==> src/rtl/uart_pkg.sv <==
// Shared UART definitions: frame constants and receiver state encoding,
// common to uart_rx and the future uart_tx.
package uart_pkg;

  localparam int UART_DATA_BITS  = 8;
  localparam int UART_OVERSAMPLE = 16;

  typedef enum logic [2:0] {
    IDLE,
    START,
    DATA,
    STOP,
    BREAK
  } uart_rx_state_t;

endpackage

==> src/rtl/uart_rx_if.sv <==
// Byte handshake between the UART receiver (master) and the core-side
// consumer (slave).
interface uart_rx_if
  import uart_pkg::*;
#(
  parameter int DATA_BITS = UART_DATA_BITS
) ();

  logic [DATA_BITS-1:0] rx_data;
  logic                 rx_valid;
  logic                 rx_ready;

  modport master (output rx_data, output rx_valid, input rx_ready);
  modport slave  (input rx_data, input rx_valid, output rx_ready);

endinterface

==> src/rtl/uart_sync2.sv <==
// Two-flop synchronizer for a single asynchronous input, with a selectable
// reset value so it can match the idle level of the line it guards.
module uart_sync2 #(
  parameter logic RESET_VAL = 1'b1
) (
  input  logic clk,
  input  logic rst,
  input  logic d,
  output logic q
);

  logic meta_q, meta_d;
  logic sync_q, sync_d;

  always_comb begin
    meta_d = d;
    sync_d = meta_q;
  end

  // NOTE: non-blocking assignments let both stages sample together on the
  // edge; blocking ones would collapse the chain into a single flop.
  always_ff @(posedge clk or posedge rst) begin
    if (rst) begin
      meta_q <= RESET_VAL;
      sync_q <= RESET_VAL;
    end else begin
      meta_q <= meta_d;
      sync_q <= sync_d;
    end
  end

  assign q = sync_q;

endmodule

==> src/rtl/uart_rx.sv <==
// 8N1 UART receiver: oversampled start/data/stop recovery with a valid/ready
// byte output and single-cycle framing and overrun error pulses.
module uart_rx
  import uart_pkg::*;
#(
  parameter int DATA_BITS  = UART_DATA_BITS,
  parameter int OVERSAMPLE = UART_OVERSAMPLE
) (
  input  logic      clk,
  input  logic      rst,
  input  logic      baud_tick,
  input  logic      rx,
  uart_rx_if.master out_if,
  output logic      frame_err,
  output logic      overrun
);

  localparam int TW = $clog2(OVERSAMPLE);
  localparam int BW = $clog2(DATA_BITS) + 1;
  localparam logic [TW-1:0] HALF_LAST = TW'(OVERSAMPLE / 2 - 1);
  localparam logic [TW-1:0] FULL_LAST = TW'(OVERSAMPLE - 1);
  localparam logic [BW-1:0] BIT_LAST  = BW'(DATA_BITS - 1);

  logic rx_s;

  uart_rx_state_t       state_q, state_d;
  logic [TW-1:0]        tick_q, tick_d;
  logic [BW-1:0]        bit_q, bit_d;
  logic [DATA_BITS-1:0] shift_q, shift_d;
  logic [DATA_BITS-1:0] data_q, data_d;
  logic                 valid_q, valid_d;
  logic                 frame_err_q, frame_err_d;
  logic                 overrun_q, overrun_d;
  logic                 deliver;

  // Line idles high, so the synchronizer resets to 1 to avoid a false start.
  uart_sync2 #(.RESET_VAL(1'b1)) u_sync (
    .clk (clk),
    .rst (rst),
    .d   (rx),
    .q   (rx_s)
  );

  always_comb begin
    // NOTE: every output of this block gets a default first, so no path
    // through the case statement can leave one unassigned and infer a latch.
    state_d     = state_q;
    tick_d      = tick_q;
    bit_d       = bit_q;
    shift_d     = shift_q;
    data_d      = data_q;
    valid_d     = valid_q;
    frame_err_d = 1'b0;
    overrun_d   = 1'b0;
    deliver     = 1'b0;

    if (valid_q && out_if.rx_ready) valid_d = 1'b0;

    if (baud_tick) begin
      case (state_q)
        IDLE: begin
          if (!rx_s) begin
            state_d = START;
            tick_d  = '0;
          end
        end
        START: begin
          if (tick_q == HALF_LAST) begin
            tick_d  = '0;
            bit_d   = '0;
            state_d = rx_s ? IDLE : DATA;
          end else begin
            tick_d = tick_q + 1'b1;
          end
        end
        DATA: begin
          if (tick_q == FULL_LAST) begin
            tick_d  = '0;
            shift_d = {rx_s, shift_q[DATA_BITS-1:1]};
            if (bit_q == BIT_LAST) begin
              bit_d   = '0;
              state_d = STOP;
            end else begin
              bit_d = bit_q + 1'b1;
            end
          end else begin
            tick_d = tick_q + 1'b1;
          end
        end
        STOP: begin
          if (tick_q == FULL_LAST) begin
            tick_d = '0;
            if (rx_s) begin
              deliver = 1'b1;
              state_d = IDLE;
            end else begin
              frame_err_d = 1'b1;
              state_d     = BREAK;
            end
          end else begin
            tick_d = tick_q + 1'b1;
          end
        end
        BREAK: begin
          if (rx_s) state_d = IDLE;
        end
        default: state_d = IDLE;
      endcase
    end

    // A consumer accepting on the delivery cycle frees the slot for the new byte.
    if (deliver) begin
      if (!valid_q || out_if.rx_ready) begin
        data_d  = shift_q;
        valid_d = 1'b1;
      end else begin
        overrun_d = 1'b1;
      end
    end
  end

  always_ff @(posedge clk or posedge rst) begin
    if (rst) begin
      state_q     <= IDLE;
      tick_q      <= '0;
      bit_q       <= '0;
      shift_q     <= '0;
      data_q      <= '0;
      valid_q     <= 1'b0;
      frame_err_q <= 1'b0;
      overrun_q   <= 1'b0;
    end else begin
      state_q     <= state_d;
      tick_q      <= tick_d;
      bit_q       <= bit_d;
      shift_q     <= shift_d;
      data_q      <= data_d;
      valid_q     <= valid_d;
      frame_err_q <= frame_err_d;
      overrun_q   <= overrun_d;
    end
  end

  assign out_if.rx_data  = data_q;
  assign out_if.rx_valid = valid_q;
  assign frame_err       = frame_err_q;
  assign overrun         = overrun_q;

endmodule
==> src/flat_wrapper.sv <==
// flat-port wrapper written by rule: the top's interface ports become plain ports
module uart_rx_flat import uart_pkg::*;
#(
  parameter int DATA_BITS  = UART_DATA_BITS,
  parameter int OVERSAMPLE = UART_OVERSAMPLE
)
  (clk, rst, baud_tick, rx, frame_err, overrun, out_if_rx_data, out_if_rx_valid, out_if_rx_ready);
  uart_rx_if #(.DATA_BITS(DATA_BITS)) out_if_i ();
  input  logic clk;
  input  logic rst;
  input  logic baud_tick;
  input  logic rx;
  output logic frame_err;
  output logic overrun;
  output wire logic [$bits(out_if_i.rx_data)-1:0] out_if_rx_data;
  output wire logic [$bits(out_if_i.rx_valid)-1:0] out_if_rx_valid;
  input wire logic [$bits(out_if_i.rx_ready)-1:0] out_if_rx_ready;
  assign out_if_rx_data = out_if_i.rx_data;
  assign out_if_rx_valid = out_if_i.rx_valid;
  assign out_if_i.rx_ready = out_if_rx_ready;
  uart_rx #(.DATA_BITS(DATA_BITS), .OVERSAMPLE(OVERSAMPLE)) u_core (.clk(clk), .rst(rst), .baud_tick(baud_tick), .rx(rx), .out_if(out_if_i), .frame_err(frame_err), .overrun(overrun));
endmodule
==> config.mk <==
export PLATFORM = sky130hd
export DESIGN_NAME = uart_rx_flat
export DESIGN_NICKNAME = d
export VERILOG_FILES = /design/src/rtl/uart_pkg.sv /design/src/rtl/uart_rx_if.sv /design/src/rtl/uart_sync2.sv /design/src/rtl/uart_rx.sv /design/src/flat_wrapper.sv
export SDC_FILE = /design/constraint.sdc
export NUM_CORES = 1
export LEC_CHECK = 0
export BUFFER_PORTS_ARGS = -buffer_cell sky130_fd_sc_hd__buf_2
export CAP_MARGIN = 15
export CELL_PAD_IN_SITES_DETAIL_PLACEMENT = 1
export CELL_PAD_IN_SITES_GLOBAL_PLACEMENT = 1
export CORE_UTILIZATION = 49
export DETAILED_ROUTE_END_ITERATION = 7
export PLACE_DENSITY_LB_ADDON = 0.25
export SLEW_MARGIN = 25
export SYNTH_ARGS = -nofsm -noshare
export SYNTH_HDL_FRONTEND = slang
export SYNTH_SLANG_ARGS = --single-unit
==> constraint.sdc <==
create_clock -name clk -period 4.2 [get_ports clk]
set_input_delay 0.84 -clock clk [delete_from_list [all_inputs] [get_ports clk]]
set_output_delay 0.84 -clock clk [all_outputs]
set_load 0.02 [all_outputs]
### Word-level counts from Yosys, hierarchy flattened

Index checks and enable logic that the tools add are counted.

| word-level totals | value |
|---|---|
| bits of input ports | 5 |
| output and inout port bits | 11 |
| bits in registers | 32 |
| word-level logic and storage cells | 67 |

| operators by class | value |
|---|---|
| multiplexer cells | 30 |
| $add $sub $neg | 2 |
| reduce and logical (&&, ||, !) cells | 12 |
| equality and inequality tests | 13 |

Operator list:

| kind | count |
|---|---|
| $mux 4 | 6 |
| $mux 3 | 7 |
| $pmux 3 s5 | 1 |
| $mux 1 | 13 |
| $pmux 4 s3 | 1 |
| $add 4x1->4 const B | 2 |
| $eq 4x3->1 const B | 2 |
| $ne 2x1->1 const B | 4 |
| $pmux 4 s2 | 1 |
| $reduce_and 7->1 | 1 |
| $eq 3x2->1 const B | 2 |
| $reduce_and 3->1 | 2 |
| $eq 4x4->1 const B | 1 |
| $ne 2x2->1 const B | 2 |
| $reduce_and 4->1 | 1 |
| $eq 3x1->1 const B | 1 |
| $eq 3x3->1 const B | 1 |
| $logic_not 3->1 | 1 |
| $reduce_bool 3->1 | 1 |
| $mux 2 | 1 |
| $reduce_and 2->1 | 1 |
| $reduce_bool 2->1 | 1 |
| $reduce_or 2->1 | 1 |
| $logic_and 1x1->1 | 1 |
| other kinds (2) | 2 |

### Longest topological paths before layout

Gate-level depths: netlist of the first run.

| logic depth | value |
|---|---|
| word-level depth | 5 |
| mapped depth | 6 |
| mapped depth without buffers | 5 |

### Cells and area by module

From an unflattened synthesis of the first run, not the netlist that was laid out.

| second synthesis, totals | value |
|---|---|
| cell total of the unflattened synthesis | 122 |
| area total of the unflattened synthesis | 1448.9 µm² |

Modules (own cells, without submodules):

| module | area each (µm²) | cells each | seq. area each (µm²) | instances |
|---|---|---|---|---|
| uart_rx | 1392.6 | 119 | 750.7 | 1 |
| uart_sync2 | 56.3 | 3 | 52.6 | 1 |

### Least setup slack after synthesis of the first run

No wires, ideal clock.

| path | value |
|---|---|
| path kind | input-to-reg |
| from | input baud_tick |
| to | register u_core.data_q[0] (netlist: u_core.out_if.rx_data[0]) |
| path buffers | 0 |
| arrival | 1947 ps |
| slack | 2129 ps |
| required time | 4075 ps |
| stages on the path | 4 |
| library setup time | 125 ps |
| cells stage by stage | and3_1 > nand2_2 > nor4b_4 > mux2_2 |

| between the ends | value |
|---|---|
| cells in the longest elaborated chain, start to end | 2 |

RTL lines:

| what | RTL line | text |
|---|---|---|
| start: declaration | flat_wrapper.sv:11 | `input logic baud_tick;` |
| $mux 1 | uart_rx.sv:59 | `if (baud_tick) begin` |
| $reduce_and 2->1 (no line) | - |  |
| end signal: assignment | uart_rx.sv:137 | `data_q <= data_d;` |
| end: declaration | uart_rx.sv:30 | `logic [DATA_BITS-1:0] data_q, data_d;` |

No other way between the ends.
A chain may end at the register's enable or synchronous reset.

### Worst setup path in the final report of the first run

| path | value |
|---|---|
| from | register u_core.tick_q[0] |
| to | register u_core.data_q[5] (netlist: u_core.out_if.rx_data[5]) |

| between the ends | value |
|---|---|
| cells in the longest elaborated chain, start to end | 5 |

RTL lines:

| what | RTL line | text |
|---|---|---|
| start: declaration | uart_rx.sv:27 | `logic [TW-1:0] tick_q, tick_d;` |
| start signal: assignment | uart_rx.sv:134 | `tick_q <= tick_d;` |
| $eq 4x4->1 | uart_rx.sv:91 | `if (tick_q == FULL_LAST) begin` |
| $mux 1 | uart_rx.sv:91 |  |
| $mux 1 | uart_rx.sv:60 | `case (state_q)` |
| $mux 1 | uart_rx.sv:59 |  |
| $reduce_and 2->1 (no line) | - |  |

No other way between the ends.

==> results of run 1 <==
-- layout make-up --
cell class                 instances  area (sq um)
clock buffer                       5         37.54
clock inverter                     3         42.54
fill                             304          1132
inverter                          10         37.54
multi-input combinational         72         583.1
sequential                        32         803.3
tap                               31         38.79
timing repair buffer              16         82.58
-- worst reg2reg max path: cells and delay by family (launching register included) --
kind	cells	cell delay, ps
AND/OR/NAND/NOR	3	920
multiplexers	1	410
flip-flops	1	400
adder cells (fa/ha/maj)	1	230
-- cell usage after synthesis --
library cell | n | area share [%]
a31oi_1 | 2 | 0.87
inv_1 | 10 | 2.6
nor3b_1 | 1 | 0.52
mux2i_1 | 2 | 1.4
nor3_1 | 2 | 0.70
a21boi_0 | 1 | 0.52
ha_1 | 2 | 1.7
nor2_4 | 1 | 0.78
nand3b_1 | 3 | 1.6
o21bai_1 | 1 | 0.52
nor4b_4 | 1 | 1.7
nand4_1 | 1 | 0.44
a211oi_4 | 1 | 1.4
a21oi_1 | 2 | 0.70
or3b_1 | 2 | 1.2
dfstp_2 | 2 | 3.7
and3_1 | 2 | 0.87
buf_2 | 2 | 0.70
mux2_2 | 18 | 14
xnor2_1 | 1 | 0.61
clkbuf_1 | 1 | 0.26
nand2_1 | 5 | 1.3
a2111oi_0 | 1 | 0.61
o21ai_0 | 4 | 1.4
a22o_1 | 1 | 0.61
dfrtp_1 | 30 | 52
o2bb2ai_1 | 1 | 0.61
nor2_1 | 5 | 1.3
a22oi_1 | 2 | 1.0
o211ai_1 | 1 | 0.52
nand3_1 | 4 | 1.4
nand2b_1 | 2 | 0.87
o22ai_1 | 2 | 0.87
nand2_2 | 1 | 0.44
-- metrics by stage --
stage / setup slack (ps) / instance area (sq um)
3_5_place_dp: 1795 / 1545
3_3_place_gp: 1874 / 1545
6_report: 2125 / 1625
4_1_cts: 2115 / 1625
5_1_grt: 1991 / 1625
2_1_floorplan: 2129 / 1438
-- sequential cells by signal, summed over array words and instances, names as in the netlist --
register,cells
u_core.bit_q,4
u_core.frame_err,1
u_core.out_if.rx_data,8
u_core.out_if.rx_valid,1
u_core.overrun,1
u_core.shift_q,8
u_core.state_q,3
u_core.tick_q,4
u_core.u_sync.meta_q,1
u_core.u_sync.q,1
-- worst max-delay path by stage --
| stage | end | slack, ps | start |
|---|---|---|---|
| after floorplan | u_core.out_if.rx_data[0] | 2130 | baud_tick |
| after global placement | u_core.out_if.rx_data[2] | 1870 | baud_tick |
| after detailed placement | u_core.out_if.rx_data[7] | 1790 | baud_tick |
| after CTS | u_core.out_if.rx_data[5] | 2110 | u_core.tick_q[0] |
| after global routing | u_core.out_if.rx_data[4] | 1990 | u_core.tick_q[0] |
| final | u_core.out_if.rx_data[5] | 2130 | u_core.tick_q[0] |
-- where the power goes --
part	total (mW)	switching [mW]	internal [mW]
clock network	0.238	0.114	0.124
logic	0.154	0.0828	0.0711
registers	0.405	0.0516	0.353
-- routing by layer --
layer  part of all wire [%]  up-vias  global-route usage (%)  wire length [um]
met5                      0        -                       0                 0
met4                    2.1        0                   9.408                59
met3                    4.7        5                   8.372               130
met2                     49       21                   32.31              1351
met1                     44      492                   27.16              1235
li1                       -      452                       -                 -
-- logic make-up (layout without fill, tap and decap cells) --
group                    Yosys count  after routing
buffers and inverters             13             34
AO/OA/AOI/OAI                     19             19
adder cells (fa/ha/maj)            2              2
AND/OR/NAND/NOR                   30             30
flip-flops                        32             32
multiplexers                      20             20
XOR/XNOR                           1              1
==> results.yml, run 1 <==
sta:
  max_slew.worst_pin.slew_ps: 599.6
  clock.fmax_ghz: 0.4820
  period_needed_ps: 2075
  setup_tns_ps: 0
  finalCritPeriodShare_pct: 49.40
  hold_viol_final: 0
  holdWs_ps: 365.0
  maxSlewViolCount: 0
  setup_viol: 0
  maxSlewHeadroom_pct: 59.86
  rsz0062_at_grt: "false"
  skew_ps: 15.23
placed_design:
  gp_congestion: 0.7685
  port_buffers: 15
  hpwl_um: 2021
  dp_cells: 161
route:
  firstDrtPassIters: 4
  drt-initial-drc-count: 15
  viasPerCell: 5.740
  wl_um: 2776
  ant_nets: 0
  wl_per_cell_um: 16.43
  vias: 970
  drc: 0
floorplanning:
  start_util_pct: 52.13
  dieArea_sq_mm: 0.003155
  core_area_sq_mm: 0.002758
  die_h_um: 56.17
  std_cell_rows: 19
  die_w_um: 56.17
  ios: 16
layout:
  syn_to_final_growth_pct: 13.05
  final_common_cell: "dfrtp_1"
  final_cell_mix: "dfrtp_1 (30), mux2_2 (18), buf_2 (15)"
  n_antenna_cell: 0
  fin_util_pct: 58.94
  final_cells: 169
  nNetsFinal: 144
  drive_above_1_share_pct: 34.78
clocking:
  path_clk_slew_ps: 100
  cts_hold_buf: 0
  post_cts_resize_count: 0
  numCtsBuffers: 5
  clock-sinks: 32
  clockRootBuffer: "clkbuf_4"
  cts_setup_buffers: 0
  cts.path.max_buffers: 2
  clock_latency_ps: 350
  htree_levels: 2
  cts_tree: "built"
setup_path:
  crit_slowest_cell: "nor4b_4"
  path_cells: "ha_1, and3_1, nand2_2, nor4b_4, mux2_2"
  critPathArrivalTime_ps: 2310
  crit_family: "simple AND/OR/NAND/NOR gates"
  startpoint_type: "flop"
  critPathBufInv: 0
  worstPathRequired_ps: 4430
  endpoint_kind: "flop"
  path_class: "reg2reg"
  ff2ff_setup_slack_ps: 2130
  timing.rr.start: "u_core.tick_q[0]"
  worstReg2RegEnd: "u_core.out_if.rx_data[5]"
  critical_path_depth: 5
  reg2reg_depth: 5
  cpPeakStageDelay_ps: 590
  crit_fanout: 8
hold_path:
  holdPathEnd: "u_core.u_sync.q"
  hold_path_class: "reg2reg"
  worstHoldStart: "u_core.u_sync.meta_q"
  holdPathStages: 0
pwr:
  total_power_uw: 796.5
  ir_drop_uv: 364.1
  p_leak_nw: 0.8144
  powerDensity_mw_per_mm2: 490.0
synthesis:
  synth_xor_area_share_pct: 0.6092
  syn_area_sq_mm: 0.001438
  ys_types: 34
  synth_warnings: 0
  avgSynthCellArea_sq_um: 12.29
  synth_nets: 124
  synthCells: 117
  synthAdderAreaFrac_pct: 1.741
  synth_top_family_by_area: "multiplexers"
  synth_seq_cells: 32
  synth_compound_area_share_pct: 9.661
  muxShareOfSynthArea_pct: 15.49
  synthSimpleGateAreaFrac_pct: 13.05
  yosysSeqAreaShare_pct: 55.87
grt:
  antenna_found_initial: 0
  gr-total-overflow: 0
  grt_pass1_wl_um: 4981
  grt_usage_pct: 21.35
  grt_max_degree: 27
  first_global_vias: 1029
run:
  drv_cap: 0
status:
  outcome: "completed"
Note: power is estimated with default switching activity, not from simulation.
==> inputs of run 2 (changes only) <==
--- a/config.mk
+++ b/config.mk
@@ -9,7 +9,7 @@
 export CAP_MARGIN = 15
 export CELL_PAD_IN_SITES_DETAIL_PLACEMENT = 1
 export CELL_PAD_IN_SITES_GLOBAL_PLACEMENT = 1
-export CORE_UTILIZATION = 49
+export CORE_UTILIZATION = 41
 export DETAILED_ROUTE_END_ITERATION = 7
 export PLACE_DENSITY_LB_ADDON = 0.25
 export SLEW_MARGIN = 25
==> constraint.sdc (replaced) <==
create_clock -name clk -period 1.8 [get_ports clk]
set_input_delay 0.36 -clock clk [delete_from_list [all_inputs] [get_ports clk]]
set_output_delay 0.36 -clock clk [all_outputs]
set_load 0.02 [all_outputs]
==> results.yml, run 2 (synthesis results as in run 1) <==
clocking:
  cts_hold_buf: 0
  cts.path.max_buffers: 2
  cts_tree: "built"
  htree_levels: 2
  clock-sinks: 32
  clock_latency_ps: 330
  numCtsBuffers: 5
  path_clk_slew_ps: 100
  clockRootBuffer: "clkbuf_4"
sta:
  skew_ps: 6.094
  maxSlewHeadroom_pct: 70.77
  setup_viol: 0
  fin_ws_ps: 78.19
  hold_viol_final: 0
  max_slew.worst_pin.slew_ps: 438.5
  period_needed_ps: 1722
  clock.fmax_ghz: 0.5808
  maxSlewViolCount: 0
  finalCritPeriodShare_pct: 95.66
  rsz0062_at_grt: "false"
  setup_tns_ps: 0
  holdWs_ps: 84.96
layout:
  final_cell_mix: "dfrtp_1 (29), mux2_2 (18), buf_2 (15)"
  nNetsFinal: 154
  syn_to_final_growth_pct: 19.84
  n_antenna_cell: 0
  final_cells: 194
  drive_above_1_share_pct: 41.22
  final_common_cell: "dfrtp_1"
  final_cell_area_sq_mm: 0.001723
placed_design:
  placed_area_sq_mm: 0.001627
  port_buffers: 15
  dp_cells: 184
  gp_congestion: 0.7485
  hpwl_um: 2129
  dpl_worst_slack_ps: 5.676
setup_path:
  critPathArrivalTime_ps: 1940
  endpoint_kind: "flop"
  worstPathRequired_ps: 2020
  ff2ff_setup_slack_ps: 80
  startpoint_type: "flop"
  cpPeakStageDelay_ps: 420
  path_class: "reg2reg"
  crit_fanout: 8
  path_cells: "ha_4, and3_4, nand2_2, nor4b_4, buf_6, mux2_2"
  crit_slowest_cell: "dfrtp_1"
pwr:
  seq_power_share_pct: 49.9
  switching_power_uw: 579.0
  p_int_mw: 1.252
  p_leak_nw: 0.8575
  p_comb_share_pct: 26.7
  swShare_pct: 31.62
  clockPowerShare_pct: 23.4
  ir_drop_uv: 562.9
  powerDensity_mw_per_mm2: 1063
grt:
  antenna_found_initial: 0
  gr-total-overflow: 0
  grt_usage_pct: 18.17
  first_global_vias: 1078
  grt_max_degree: 33
  grt_pass1_wl_um: 4788
route:
  drt-initial-drc-count: 9
  wl_met2_um: 1593
  firstDrtPassIters: 4
  dr.max_layer_used: "met4"
  ant_nets: 0
  met3_length_um: 84
  wl_um: 2936
  wl_per_cell_um: 15.13
  wl_met1_um: 1183
  drc: 0
  vias: 1005
  viasPerCell: 5.180
floorplanning:
  ios: 16
  core_area_sq_mm: 0.003337
  die_h_um: 61.22
  die_w_um: 61.22
  start_util_pct: 43.08
  std_cell_rows: 21
  dieArea_sq_mm: 0.003747
run:
  drv_cap: 0
status:
  outcome: "completed"
hold_path:
  hold_path_class: "in2async"
run 2: changes by cell type in the layout (fill, tap and decap cells not counted), sizes merged:
cell,change
buf,+10
clkinvlp,-1
clkinv,+1
clkbuf,+1
bufinv,-1
run 2: area by class of cell:
cell class	count	area [sq um]
clock buffer	6	51.30
tap	46	57.56
inverter	10	37.54
clock inverter	2	10.01
sequential	32	804.5
fill	359	1614
timing repair buffer	26	161.4
multi-input combinational	72	600.6
run 2: metal layers:
| layer | vias up | global-route usage (%) |
|---|---|---|
| met4 | 0 | 12.01 |
| li1 | 478 | - |
| met3 | 9 | 3.782 |
| met5 | - | 0 |
| met1 | 500 | 20.05 |
| met2 | 18 | 31.52 |
run 2: path summary, 6_finish.rpt:
check,from,cells past startpoint,endpoint
max reg2reg,u_core.tick_q[1],6,u_core.out_if.rx_data[2]
min,rst,3,u_core.shift_q[0]
min reg2reg,u_core.u_sync.meta_q,0,u_core.u_sync.q
max in group asynchronous,rst,3,u_core.u_sync.meta_q
max,u_core.tick_q[1],6,u_core.out_if.rx_data[2]
min in group clk,rx,1,u_core.u_sync.meta_q
run 2: per-stage QoR:
| stage | total power [mW] | util, % |
|---|---|---|
| 2_1_floorplan | 1.224 | - |
| 5_1_grt | 1.958 | 51.63 |
| 4_1_cts | 1.814 | 50.69 |
| 3_5_place_dp | 1.376 | 48.74 |
| 3_3_place_gp | 1.340 | 48.74 |
| 6_report | 1.831 | 51.63 |
run 2: timing repair:
action	4_1_cts	5_1_grt
endpoints found under the setup margin	2	10
pin swaps	0	2
resized for setup	1	3
buffers inserted	0	2
run 2: power groups by stage:
stage	Clock [mW]	Sequential, mW	Combinational [mW]
after global routing	0.480	0.932	0.546
after detailed placement	0	0.921	0.455
after global placement	0	0.912	0.428
final	0.428	0.915	0.488
after CTS	0.450	0.907	0.456
after floorplan	0	0.911	0.314
run 2: worst max-delay path: cells and delay by family (launching register included):
family,cells,cell delay [ps]
flops,1,420
mux,1,340
buf+inv,1,170
simple gates,3,540
fa+ha+maj,1,150
